<file path="config.mk">
export PLATFORM = sky130hd
export DESIGN_NAME = cen_timer_flat
export DESIGN_NICKNAME = d
export VERILOG_FILES = /design/src/rtl/cen_timer_if.sv /design/src/rtl/cen_timer.sv /design/src/flat_wrapper.sv
export SDC_FILE = /design/constraint.sdc
export NUM_CORES = 1
export LEC_CHECK = 0
export CORE_MARGIN = 1
export CORE_UTILIZATION = 35
export DETAILED_ROUTE_END_ITERATION = 10
export MAX_ROUTING_LAYER = met4
export PLACE_DENSITY = 0.55
export SYNTH_ARGS = -nofsm -noshare
export SYNTH_HDL_FRONTEND = slang
export SYNTH_SLANG_ARGS = --single-unit
export TNS_END_PERCENT = 5
</file>
<file path="constraint.sdc">
create_clock -name clk -period 5.7 [get_ports clk]
set_input_delay 0.57 -clock clk [delete_from_list [all_inputs] [get_ports clk]]
set_output_delay 0.57 -clock clk [all_outputs]
set_load 0.05 [all_outputs]
</file>
<file path="src/rtl/cen_timer_if.sv">
// Bus-side write port of cen_timer: reload value and counting mode.
// No ready: wr_en is a fire-and-forget strobe. Every cycle with wr_en=1 is a write, and the last write wins.
interface cen_timer_if #(
    parameter int WIDTH = 16
);
    logic             wr_en;
    logic [WIDTH-1:0] wr_data;
    logic             wr_mode;

    modport master (
        output wr_en,
        output wr_data,
        output wr_mode
    );

    modport slave (
        input wr_en,
        input wr_data,
        input wr_mode
    );
endinterface

</file>
<file path="src/rtl/cen_timer.sv">
// 8253-style timer channel: rate generator (mode 0) or square wave (mode 1),
// advanced by a one-cycle clock-enable strobe and gated/retriggered by gate.
module cen_timer #(
    parameter int WIDTH = 16
) (
    input  logic             clk,
    input  logic             reset_n,
    input  logic             cen,
    input  logic             gate,
    cen_timer_if.slave       bus,
    output logic             out,
    output logic [WIDTH-1:0] count,
    output logic             running,
    output logic [1:0]       fsm_state
);

    typedef enum logic [1:0] {
        IDLE = 2'd0,
        LOAD = 2'd1,
        RUN  = 2'd2
    } state_t;

    localparam logic [WIDTH-1:0] ONE = WIDTH'(1);
    localparam logic [WIDTH-1:0] TWO = WIDTH'(2);

    state_t           state;
    state_t           state_nxt;
    logic [WIDTH-1:0] count_nxt;
    logic             out_nxt;
    logic [WIDTH-1:0] reload;
    logic             mode_r;
    logic             gate_d;
    logic             gate_rise;

    // Effective period: 0 means 2^WIDTH, 1 is promoted to 2.
    logic [WIDTH:0]   n_eff;
    logic [WIDTH-1:0] n_low;
    logic [WIDTH-1:0] half_hi;
    logic [WIDTH-1:0] half_lo;

    assign gate_rise = gate & ~gate_d;
    assign fsm_state = state;

    always_comb begin
        n_eff = {1'b0, reload};
        if (reload == '0) begin
            n_eff = {1'b1, {WIDTH{1'b0}}};
        end else if (reload == ONE) begin
            n_eff = {1'b0, TWO};
        end
        // For 2^WIDTH in mode 0 the low bits are 0, which counts 0 -> all-ones.
        n_low   = n_eff[WIDTH-1:0];
        half_lo = n_eff[WIDTH:1];
        half_hi = n_eff[WIDTH:1] + {{(WIDTH-1){1'b0}}, n_eff[0]};
    end

    always_comb begin
        state_nxt = state;
        count_nxt = count;
        out_nxt   = out;
        case (state)
            IDLE: begin
                if (bus.wr_en) begin
                    state_nxt = LOAD;
                end
            end
            LOAD: begin
                if (cen && gate) begin
                    count_nxt = mode_r ? half_hi : n_low;
                    out_nxt   = 1'b1;
                    state_nxt = RUN;
                end
            end
            RUN: begin
                if (gate_rise) begin
                    state_nxt = LOAD;
                end else if (cen && gate) begin
                    if (!mode_r) begin
                        if (count == TWO) begin
                            count_nxt = ONE;
                            out_nxt   = 1'b0;
                        end else if (count == ONE) begin
                            count_nxt = n_low;
                            out_nxt   = 1'b1;
                        end else begin
                            count_nxt = count - ONE;
                        end
                    end else begin
                        // The phase just finished picks the length of the next one.
                        if (count == ONE) begin
                            out_nxt   = ~out;
                            count_nxt = out ? half_lo : half_hi;
                        end else begin
                            count_nxt = count - ONE;
                        end
                    end
                end
            end
            default: begin
                state_nxt = IDLE;
            end
        endcase
        if (!gate) begin
            out_nxt = 1'b1;
        end
    end

    always_ff @(posedge clk or negedge reset_n) begin
        if (!reset_n) begin
            state   <= IDLE;
            count   <= '0;
            out     <= 1'b1;
            running <= 1'b0;
            gate_d  <= 1'b0;
        end else begin
            state   <= state_nxt;
            count   <= count_nxt;
            out     <= out_nxt;
            running <= (state_nxt == RUN);
            gate_d  <= gate;
        end
    end

    // A write landing on a reload edge is seen only from the following reload.
    always_ff @(posedge clk or negedge reset_n) begin
        if (!reset_n) begin
            reload <= '0;
            mode_r <= 1'b0;
        end else if (bus.wr_en) begin
            reload <= bus.wr_data;
            mode_r <= bus.wr_mode;
        end
    end

endmodule

</file>
<file path="src/flat_wrapper.sv">
// flat-port wrapper written by rule: the top's interface ports become plain ports
module cen_timer_flat 
#(
    parameter int WIDTH = 16
)
  (clk, reset_n, cen, gate, out, count, running, fsm_state, bus_wr_en, bus_wr_data, bus_wr_mode);
  cen_timer_if #(.WIDTH(WIDTH)) bus_i ();
  input  logic clk;
  input  logic reset_n;
  input  logic cen;
  input  logic gate;
  output logic out;
  output logic [WIDTH-1:0] count;
  output logic running;
  output logic [1:0] fsm_state;
  input wire logic [$bits(bus_i.wr_en)-1:0] bus_wr_en;
  input wire logic [$bits(bus_i.wr_data)-1:0] bus_wr_data;
  input wire logic [$bits(bus_i.wr_mode)-1:0] bus_wr_mode;
  assign bus_i.wr_en = bus_wr_en;
  assign bus_i.wr_data = bus_wr_data;
  assign bus_i.wr_mode = bus_wr_mode;
  cen_timer #(.WIDTH(WIDTH)) u_core (.clk(clk), .reset_n(reset_n), .cen(cen), .gate(gate), .bus(bus_i), .out(out), .count(count), .running(running), .fsm_state(fsm_state));
endmodule
</file>
# Yosys cells after proc, flatten, opt, wreduce, memory -nomap -nowiden
# Index checks and enable logic that the tools add are counted.
dict set report totals {
  regBits 38
  inputBits 22
  output_inout_bits 20
  wordCells 58
}
dict set report classes {
  n_addsub 2
  eq_ne 15
  n_mux 25
  n_bitwise 3
  n_reduce_logical 6
}
# cell count
set op_table {}
lappend op_table {{$mux W16} 10}
lappend op_table {{$eq A16 B1 Y1 const B} 2}
lappend op_table {{$pmux W16 S2} 1}
lappend op_table {{$mux W17} 1}
lappend op_table {{$add A16 B1 Y16} 1}
lappend op_table {{$eq A16 B2 Y1 const B} 1}
lappend op_table {{$logic_not A16 Y1} 1}
lappend op_table {{$sub A16 B1 Y16 const B} 1}
lappend op_table {{$mux W1} 8}
lappend op_table {{$mux W2} 3}
lappend op_table {{$ne A3 B2 Y1 const B} 2}
lappend op_table {{$pmux W2 S3} 1}
lappend op_table {{$reduce_and A6 Y1} 1}
lappend op_table {{$eq A2 B2 Y1 const B} 2}
lappend op_table {{$ne A2 B1 Y1 const B} 2}
lappend op_table {{$ne A4 B2 Y1 const B} 1}
lappend op_table {{$ne A4 B4 Y1 const B} 1}
lappend op_table {{$reduce_and A4 Y1} 1}
lappend op_table {{$ne A3 B1 Y1 const B} 1}
lappend op_table {{$ne A3 B3 Y1 const B} 1}
lappend op_table {{$eq A2 B1 Y1 const B} 1}
lappend op_table {{$logic_not A2 Y1} 1}
lappend op_table {{$ne A2 B2 Y1 const B} 1}
lappend op_table {{$not A1 Y1} 2}
lappend op_table {{4 further kinds} 4}

# Logic depth before layout (Yosys ltp)
dict set report depth {
  depth_word 10
  depth_mapped 9
  mapped_depth_nobuf 8
}

# Worst setup path after synthesis
# Ideal clock, no wire load.
dict set report synth_timing {
  kind {reg2reg}
  startpoint {register u_core.count[0]}
  endpoint {register u_core.count[12]}
  setup_time_ns 0.087
  arrival_time_ns 2.265
  t_required_ns 5.613
  setup_slack_ns 3.348
  stages_incl_launch_ff 8
  n_path_buf 0
  synth_period_minus_slack_ns 2.352
  path_cell_list {dfrtp_1 inv_1 ha_1 nor3b_2 nand3b_2 or4_1 a311o_1 a211oi_2}
}
dict set report synth_between {
  elab_chain_len 7
  elab_cells_between_ends 10
  classes_between {1 x add/sub; 2 x eq/ne; 7 x mux}
}
# element line_no
set synth_rtl {}
lappend synth_rtl {{start, declared} cen_timer.sv:12} ;# output logic [WIDTH-1:0] count,
lappend synth_rtl {{start signal, assigned} cen_timer.sv:117} ;# count <= count_nxt;
lappend synth_rtl {{$sub A16 B1 Y16 or $eq A16 B1 Y1 (tied branches)} --}
lappend synth_rtl {{$mux W16} cen_timer.sv:82} ;# end else if (count == ONE) begin
lappend synth_rtl {{$mux W16} cen_timer.sv:79} ;# if (count == TWO) begin
lappend synth_rtl {{$mux W16 (*)} cen_timer.sv:78} ;# if (!mode_r) begin
lappend synth_rtl {{$mux W16 (*)} cen_timer.sv:77} ;# end else if (cen && gate) begin
lappend synth_rtl {{$mux W16 (*)} cen_timer.sv:75} ;# if (gate_rise) begin
lappend synth_rtl {{$pmux W16 S2 (*)} cen_timer.sv:61} ;# case (state)
# Every way passes the cells marked *; elsewhere a longest branch is shown, timed or not. The select of a mux whose other input is x is not followed.
# A chain may end at the register's enable or synchronous reset.

# Final worst setup path
dict set report layout_timing {
  startpoint {input gate}
  endpoint {register u_core.count[5]}
}
dict set report layout_between {
  elab_chain_len 3
  elab_cells_between_ends 6
  classes_between {3 x eq/ne; 1 x bitwise; 2 x reduce/logical}
}
# element line_no
set layout_rtl {}
lappend layout_rtl {{start, declared} flat_wrapper.sv:11} ;# input logic gate;
lappend layout_rtl {{$and A1 B1 Y1 or $logic_and A1 B1 Y1 (tied branches)} {cen_timer.sv:41, cen_timer.sv:68, cen_timer.sv:77}}
lappend layout_rtl {{$ne A2 B2 Y1 (no line) or $ne A2 B1 Y1 (tied branches)} --}
lappend layout_rtl {{$reduce_and A4 Y1 (no line) (*)} --}
# Every way passes the cells marked *; elsewhere a longest branch is shown, timed or not.

==> summary.md <==
| Metric | Value |
|---|---|
| Run status | `finished, final reports clean` |
| Kind of cell with the highest combined delay on the critical path | `compound AO/OA/AOI/OAI gates` |
| Final setup violation count | `0` |
| Initial antenna violation count | `0` |
| Inserted Clock Buffers | `5` |
| TritonCTS clock tree | `built` |
| Net count of the mapped netlist | `approximately 420` |
| Initial detailed-routing violation count | `251` |
| Setup repair after global routing missed its margin | `no` |
| Classification of the worst-slack hold path | `input port to asynchronous set/reset pin` |
| Setup bufs post-CTS | `0` |
| Critical path buffer and inverter count | `1` |
| Top cells by area in the synthesized netlist | `dfrtp_1, a21oi_1, mux2_2, nand2_1, xnor2_1` |
| Root buf cell | `clkbuf_8` |
| Clk buf depth | `2` |
| EDFF count, synth | `0` |
| Dominant synthesized flop cell | `dfrtp_1` |
| Yosys warns | `0` |
| Insertion delay of the later-clocked pin in the worst-skew pair | `slightly below 300 ps` |
| Die area | `approximately 9300 um2` |
| Largest family of logic cells by synthesized area | `simple AND/OR/NAND/NOR gates` |
| Internal power | `roughly 0.00073 W` |
| Die width | `slightly below 100 um` |
| Final cycle utilization of the critical path | `roughly half` |
| GR Overflow Total | `0` |
| Initial cell density of the core | `between 30 and 40%` |
| Share of total power in the clock network | `between 10 and 15%` |
| Minimum hold slack | `~390 ps` |
| Switching portion of total power | `49.8%` |
| Total wire length | `between 8000 and 9000 um` |
| Fraction of layout cells with a size suffix above 1 | `9.31%` |
| Type of the setup path with the least slack | `input port to flip-flop` |
| Xor and xnor area share after synthesis | `6.42%` |
| Normalized max-slew margin | `between 30% and 40%` |
| Area of all placed cells without fillers | `around 3600 um2` |
| Number of max-capacitance violations reported | `0` |
| Via density | `5.83` |
| Type of destination of the critical path | `flip-flop` |
| Proportion of synthesized chip area in sequential cells | `between 30 and 40%` |
| Total vias in the final route | `~3000` |
| Largest area contributor in the synthesized netlist | `dfrtp_1` |
| Portion of synthesized cell area occupied by the leading cell type | `slightly below 30%` |
| I/O pin total | `42` |
| Arrival time worst endpoint | `about 3000 ps` |
| Pwr dens | `between 400 and 500 nW/um2` |
| First-pass iteration count of the detailed router | `7` |
| Number of inserted filler cells in the final layout | `roughly 860` |
| Crit path required time | `between 5000 and 6000 ps` |
| Slew at the pin with the worst max-slew slack | `approximately 980 ps` |
| Per-cell routed wire length | `17.4 um` |
| Most numerous cell types in the synthesized netlist | `a21oi_1, nand2_1, dfrtp_1` |
| Number of antenna cells inserted | `0` |
| Area share of and/or/nand/nor cells after synthesis | `between 20% and 30%` |
| Register bit total from synthesis | `38` |
| Share of total power in sequential cells | `between 30% and 40%` |
| Post-detailed-placement half-perimeter wirelength | `6560 um` |
| Reported leakage power | `1.30 nW` |
| Hold Fails Final Rpt | `0` |
| Power share of the combinational group | `about 52%` |
| Slowest stage cell on the critical path | `a21oi_1` |
| Vertical die dimension | `~97 um` |
| Final GP Congestion | `0.878` |
| Final net count | `~440` |
| Shortest clock period the worst path allows after layout | `roughly 2800 ps` |
| Post-synth cell types | `60` |
| Synthesis-to-finish area growth | `15.6%` |
| Peak clock frequency supported by timing | `roughly 350 MHz` |
| Ordered list of cells on the worst path | `clkdlybuf4s50_1 > nand2_1 > a21oi_1 > nand2_1 > a211oi_1 > a21oi_1 > o21ai_0` |
| Async set or reset register ratio after synthesis | `100%` |
| Number of clock sinks | `38` |
| Total negative setup slack | `0 ps` |
| Max rail drop VDD | `roughly 0.13 mV` |
| Post-synthesis instance total | `just under 400` |
| Total cell area at the placement stage | `3540 um2` |
| Largest fanout of any net on the critical path | `14` |
| H-Tree Depth | `2` |
| Power dissipated by switching net loads | `roughly 0.00073 W` |
| Final routed DRC violation total | `0` |
| CTS clock-pin slew for the worst setup and hold paths | `approximately 80 ps` |
| Pin count of the biggest net entering global routing | `48` |
| Adder and majority gate portion of the synthesized area | `under 10%` |
| Peak per-stage delay on the critical path | `slightly below 800 ps` |
| Hold buffer count at CTS | `0` |
| Post-synthesis mux area share | `under 10%` |
| Antenna-violating nets left | `0` |
| Mean instance size in the synthesized netlist | `8.09 um2` |
| Post-CTS Resized | `0` |
| Compound-gate portion of the synthesized area | `between 20% and 30%` |
| # rows | `34` |
| Buffers on Ports | `41` |
| Core area | `about 8700 um2` |
| Synthesized area | `between 3000 and 4000 um2` |
| Largest clock skew in the final design | `4.37 ps` |
| Type of origin of the critical path | `input port` |
| Total global routing track utilization | `19.9%` |
| Final Max Tran Viols | `0` |
| Vias in the first global route | `~2700` |
| Global-route wire length before repair | `roughly 15000 um` |
==> cells in the final DEF (no fill, tap or decap), types with 11 or more instances in the layout <==
master,Yosys,final
a21oi_1,39,39
clkdlybuf4s50_1,0,40
dfrtp_1,37,37
mux2_2,14,14
nand2_1,39,39
nand3_1,11,11
nor2_1,32,32
nor3_1,11,11
nor4_1,13,13
o21ai_0,24,24
o22ai_1,13,13
xnor2_1,15,15
==> routing by layer <==
metal / vias to the layer above / track usage [%] / part of all wire (%)
li1: 1469 / - / -
met1: 1404 / 28.9 / 48
met2: 121 / 28.3 / 43
met3: 13 / 2.89 / 6.7
met4: 0 / 6.66 / 2.0
met5: - / - / 0
==> power groups by stage <==
stage / logic (W) / clock network, W / registers [W]
after detailed placement: 0.000756 / 0 / 0.000507
after floorplan: 0.000343 / 0 / 0.000672
final: 0.000760 / 0.000197 / 0.000502
after global routing: 0.000813 / 0.000214 / 0.000521
after global placement: 0.000751 / 0 / 0.000504
after CTS: 0.000759 / 0.000202 / 0.000501
==> cells by family after synthesis <==
| logic type | after synthesis |
|---|---|
| adder cells (fa/ha/maj) | 7 |
| AO/OA/AOI/OAI | 117 |
| flip-flops | 38 |
| XOR/XNOR | 23 |
| buffers and inverters | 37 |
| AND/OR/NAND/NOR | 146 |
| multiplexers | 20 |
==> path summary, 6_finish.rpt <==
path,startpoint,to,slack (ps),cells past startpoint
max reg2reg,u_core.fsm_state[0],u_core.count[5],3070,6
max,gate,u_core.count[5],2860,7
min in group clk,u_core.fsm_state[1],u_core.fsm_state[0],570,1
min reg2reg,u_core.fsm_state[1],u_core.fsm_state[0],570,1
max in group asynchronous,reset_n,u_core.gate_d,4750,1
min,reset_n,u_core.count[14],390,1
==> stage by stage <==
step / std cells / power [W] / utilization, % / worst slack [ps]
after floorplan: 388 / 0.00101 / - / 3350
after global placement: 508 / 0.00126 / 40.6 / 2690
after detailed placement: 508 / 0.00126 / 40.6 / 2610
after CTS: 516 / 0.00146 / 41.6 / 2910
after global routing: 516 / 0.00155 / 41.6 / 2540
final: 516 / 0.00146 / 41.6 / 2860
==> final cells by class <==
| class | instances | area (um2) | share of cell area (%) |
|---|---|---|---|
| well taps | 108 | 135 | 3.72 |
| multi-input cells | 313 | 2010 | 55.4 |
| inverters | 7 | 26.3 | 0.724 |
| flip-flops and latches | 38 | 952 | 26.2 |
| repair buffers | 42 | 413 | 11.4 |
| clock inverters | 1 | 5.00 | 0.138 |
| clock buffers | 7 | 86.3 | 2.38 |
==> state kept, by name, summed over array words and instances (netlist names) <==
register and cells:
u_core.out 1, u_core.fsm_state 2, u_core.gate_d 1, u_core.mode_r 1, u_core.count 16, u_core.running 1, u_core.reload 16
==> worst register-to-register path, cell delays in order, from the launching register on <==
cell and delay [ps]:
dfrtp_1 450, nand3b_1 250, a21oi_1 810, nand2_1 550, a211oi_1 310, a21oi_1 70, o21ai_0 100
(Power assumes the default switching activity.)
